--- src/rtl/symmetric_fir.sv ---
// 12-tap even-symmetric linear-phase FIR: pre-add, multiply and sum stages are each
// registered, so a sample reaches signal_o three edges after it is taken in.
module symmetric_fir #(
    parameter int DATA_WIDTH  = 12,
    parameter int COEFF_WIDTH = 8
) (
    input  logic                                   clk_i,
    input  logic                                   rst_i,
    input  logic                                   load_i,
    input  logic signed [COEFF_WIDTH-1:0]          coef0_i,
    input  logic signed [COEFF_WIDTH-1:0]          coef1_i,
    input  logic signed [COEFF_WIDTH-1:0]          coef2_i,
    input  logic signed [COEFF_WIDTH-1:0]          coef3_i,
    input  logic signed [COEFF_WIDTH-1:0]          coef4_i,
    input  logic signed [COEFF_WIDTH-1:0]          coef5_i,
    input  logic signed [DATA_WIDTH-1:0]           signal_i,
    output logic signed [DATA_WIDTH+COEFF_WIDTH+1:0] signal_o
);

    localparam int NTAPS  = 12;
    localparam int NPAIRS = NTAPS / 2;
    localparam int PW     = DATA_WIDTH + 1;
    localparam int MW     = DATA_WIDTH + COEFF_WIDTH + 1;
    localparam int OW     = DATA_WIDTH + COEFF_WIDTH + 2;

    logic signed [COEFF_WIDTH-1:0] coef_q  [NPAIRS];
    logic signed [COEFF_WIDTH-1:0] coef_d  [NPAIRS];
    logic signed [DATA_WIDTH-1:0]  delay_q [NTAPS];
    logic signed [DATA_WIDTH-1:0]  delay_d [NTAPS];
    logic signed [PW-1:0]          pre_q   [NPAIRS];
    logic signed [PW-1:0]          pre_d   [NPAIRS];
    logic signed [MW-1:0]          prod_q  [NPAIRS];
    logic signed [MW-1:0]          prod_d  [NPAIRS];
    logic signed [OW-1:0]          sum_q;
    logic signed [OW-1:0]          sum_d;

    always_comb begin
        coef_d = coef_q;
        if (load_i) begin
            coef_d[0] = coef0_i;
            coef_d[1] = coef1_i;
            coef_d[2] = coef2_i;
            coef_d[3] = coef3_i;
            coef_d[4] = coef4_i;
            coef_d[5] = coef5_i;
        end

        delay_d[0] = signal_i;
        for (int k = 1; k < NTAPS; k++) begin
            delay_d[k] = delay_q[k-1];
        end

        // Symmetric taps share a coefficient, so fold each pair before multiplying.
        for (int k = 0; k < NPAIRS; k++) begin
            pre_d[k]  = PW'(delay_q[k]) + PW'(delay_q[NTAPS-1-k]);
            prod_d[k] = MW'(coef_q[k]) * MW'(pre_q[k]);
        end

        // Accumulating at the output width gives the modulo-2^OW wrap directly.
        sum_d = '0;
        for (int k = 0; k < NPAIRS; k++) begin
            sum_d = sum_d + OW'(prod_q[k]);
        end
    end

    always_ff @(posedge clk_i) begin
        if (rst_i) begin
            coef_q  <= '{default: '0};
            delay_q <= '{default: '0};
            pre_q   <= '{default: '0};
            prod_q  <= '{default: '0};
            sum_q   <= '0;
        end else begin
            coef_q  <= coef_d;
            delay_q <= delay_d;
            pre_q   <= pre_d;
            prod_q  <= prod_d;
            sum_q   <= sum_d;
        end
    end

    assign signal_o = sum_q;

endmodule

--- config.mk ---
export PLATFORM = sky130hd
export DESIGN_NAME = symmetric_fir
export DESIGN_NICKNAME = d
export VERILOG_FILES = /design/src/rtl/symmetric_fir.sv
export SDC_FILE = /design/constraint.sdc
export NUM_CORES = 2
export LEC_CHECK = 0
export BUFFER_PORTS_ARGS = -buffer_cell sky130_fd_sc_hd__buf_4
export CAP_MARGIN = 20
export CORE_ASPECT_RATIO = 1.5
export CORE_MARGIN = 3
export CORE_UTILIZATION = 60
export DETAILED_ROUTE_END_ITERATION = 16
export GPL_ROUTABILITY_DRIVEN = 1
export HOLD_SLACK_MARGIN = 0.12
export PLACE_DENSITY_LB_ADDON = 0.1
export SLEW_MARGIN = 20
export SYNTH_ARGS = -nofsm -noshare
export SYNTH_HDL_FRONTEND = slang
export SYNTH_SLANG_ARGS = --single-unit
--- constraint.sdc ---
create_clock -name clk_i -period 5.35 [get_ports clk_i]
set_input_delay 1.07 -clock clk_i [delete_from_list [all_inputs] [get_ports clk_i]]
set_output_delay 1.07 -clock clk_i [all_outputs]
set_load 0.02 [all_outputs]
==> metrics.cfg <==
[setup_path]
cp_cell_sequence=clkinv_1, fa_1, fa_1, inv_1, fa_1, inv_1, fa_1, inv_1, ha_1, o21ai_0, o21bai_1, a21oi_1, o21ai_0, nand2_1, a311o_1
crit_path_frequent_cell=fa_1
worst_path_max_delay_cell=fa_1
path_buf_inv=4
cp-start-kind=register
arrival_ps=5420
crit_path_end_kind=register
crit_family=adder cells
critPathKind=reg2reg
cpPeakStageDelay_ps=580
cp.required_ps=5800
cp_max_fo=10

[logic_synthesis]
synth_most_common_cell=inv_1
synth_top_area_share=0.300
syn_inst=4288
synth.avg_cell_area_sq_um=9.31
synth_top_flop_cell=dfxtp_1
synthesis.area_sq_um=39900
yosysSeqAreaShare=0.210
synth-edff-count=0
synth_area_leaders=fa_1, dfxtp_1, ha_1, inv_1, and2_1
yosysWarnings=0
ys_ff_latch=418
ys_types=64
synth_top_cell_by_area=fa_1
syn-num-nets=5276
synth.top_cells.by_count=inv_1, fa_1, dfxtp_1
async_reset_ff_frac=0

[clocking]
post-cts-setup-buffers=0
clock-sinks=418
cts_buffer_depth=3
cts_hold_buf=0
clockRootBuffer=clkbuf_16
numCtsBuffers=45
insertion_delay_ps=590
cts_tree=yes
h-tree-depth=2
cts_resized=0
path_clk_slew_ps=70

[worst_hold_path]
hold_path.class=reg2reg

[routing]
firstDrtPassIters=5
vias=28300
drc=0
finalWirelength_um=95800
drt_iter0_drc=1540
viasPerCell=5.40
routedWlPerCell_um=18.3
ant_nets=0

[global_routing]
grt_max_degree=154
grt_util_met3=0.0257
grt-ovfl-total=0
gr-usage-met2=0.532
met1_usage=0.336
grt_usage=0.283
first_global_vias=29700
globalRoute.busiestLayer=met2
grt_pass1_wl_um=155000
antenna_found_initial=1

[finish]
post-route-util=0.652
antenna_cells=0
drive_gt1_frac=0.0468
area_growth_pct=7.39
nNetsFinal=5312

[floorplan]
die_w_um=217
die-area_sq_um=69700
core.rowCount=115
core_area_sq_um=65800
io_pins=85
die_y_um=322
start_util=0.607

[job]
drv_cap=0

[placed_design]
hpwl_um=78200
port_buffers=84
place_congestion=0.891

[timing]
drv_slew=0
skew_ps=17.1
fmaxAchievable_ghz=0.201
setup_viol=0
fin_setup_tns_ps=0
period_share=0.929
holdWs_ps=467
rsz0062_at_grt=no
tightest_slew_ps=1060
relSlewSlack=0.290
finalHoldViolCount=0
period_minus_slack_ps=4970

[run_status]
outcome=complete, no violations

[pwr]
power_density_nw_per_um2=202
p_leak_nw=21.2
vdd_drop_max_uv=300

-- path summary, 6_finish.rpt --
path,cells after the start,endpoint,slack (ps),startpoint
max,15,prod_q[38],380,coef_q[15]
max reg2reg,15,prod_q[38],380,coef_q[15]
min reg2reg,1,delay_d[95],470,delay_d[107]
min,1,delay_d[95],470,delay_d[107]
-- metal layers --
| metal | part of all wire | wire, um |
|---|---|---|
| met1 | 0.39 | 37500 |
| met5 | 0 | 0 |
| met2 | 0.54 | 51300 |
| met3 | 0.033 | 3150 |
| met4 | 0.040 | 3830 |
-- state kept, by name (all words and copies together) (netlist names) --
| signal | flops |
|---|---|
| delay_d | 132 |
| prod_q | 126 |
| pre_q | 78 |
| coef_q | 48 |
| signal_o | 22 |
| delay_q | 12 |
-- worst register-to-register path: cells and delay by family, from the launching register on --
family	cells	cell delay, ps
adders and majority gates	5	2460
buffers and inverters	4	510
AOI/OAI and AO/OA	5	1260
and+or+nand+nor	1	160
DFF	1	460
-- per-stage QoR --
| step | total power, mW | area (sq um) | instances | setup slack [ps] |
|---|---|---|---|---|
| after global placement | 5.43 | 41400 | 5154 | 503 |
| after CTS | 8.73 | 42900 | 5233 | 417 |
| final | 8.65 | 42900 | 5233 | 379 |
| after detailed placement | 5.45 | 41400 | 5154 | 405 |
| after global routing | 9.08 | 42900 | 5233 | 141 |
| after floorplan | 4.81 | 39900 | 4288 | 780 |
-- layout make-up --
class                           instances  area, sq um
Multi-Input combinational cell       2920        28000
Fill cell                            5596        22900
Sequential cell                       418         8370
Inverter                              839         3150
Clock buffer                           56         1210
Tap cell                              877         1100
Timing Repair Buffer                  100          771
Clock inverter                         23          292
-- cells in the final DEF, fill, tap and decap left out, types with 12 or more instances in the layout --
master and instances:
and3_1 15, inv_1 838, a21oi_1 107, clkbuf_16 45, o21ai_0 101, nor4b_1 19
nand3_1 28, nand2b_1 28, xnor2_1 80, nor3_1 83, o21bai_1 17, xor2_1 37
fa_1 599, a21o_1 41, or2_2 13, buf_4 98, mux2i_1 55, and2_1 383
nor2_1 285, o21a_1 53, dfxtp_1 418, a211oi_1 44, o211ai_1 12, ha_1 326
nor2b_1 207, nand2_1 218, a211o_1 18
-- cells by family after synthesis --
kind of cell    share of synthesized area
simple gates                        0.177
buf+inv                            0.0894
fa+ha+maj                           0.403
compound gates                     0.0794
flops                               0.210
xor+xnor                           0.0257
mux                                0.0163
-- power by group --
| group | switching (mW) | total (mW) | internal, mW |
|---|---|---|---|
| logic | 1.15 | 1.95 | 0.795 |
| registers | 0.177 | 3.45 | 3.27 |
| clock network | 1.39 | 3.26 | 1.86 |
| total | 2.72 | 8.65 | 5.93 |
Note: power is estimated with default switching activity, not from simulation.
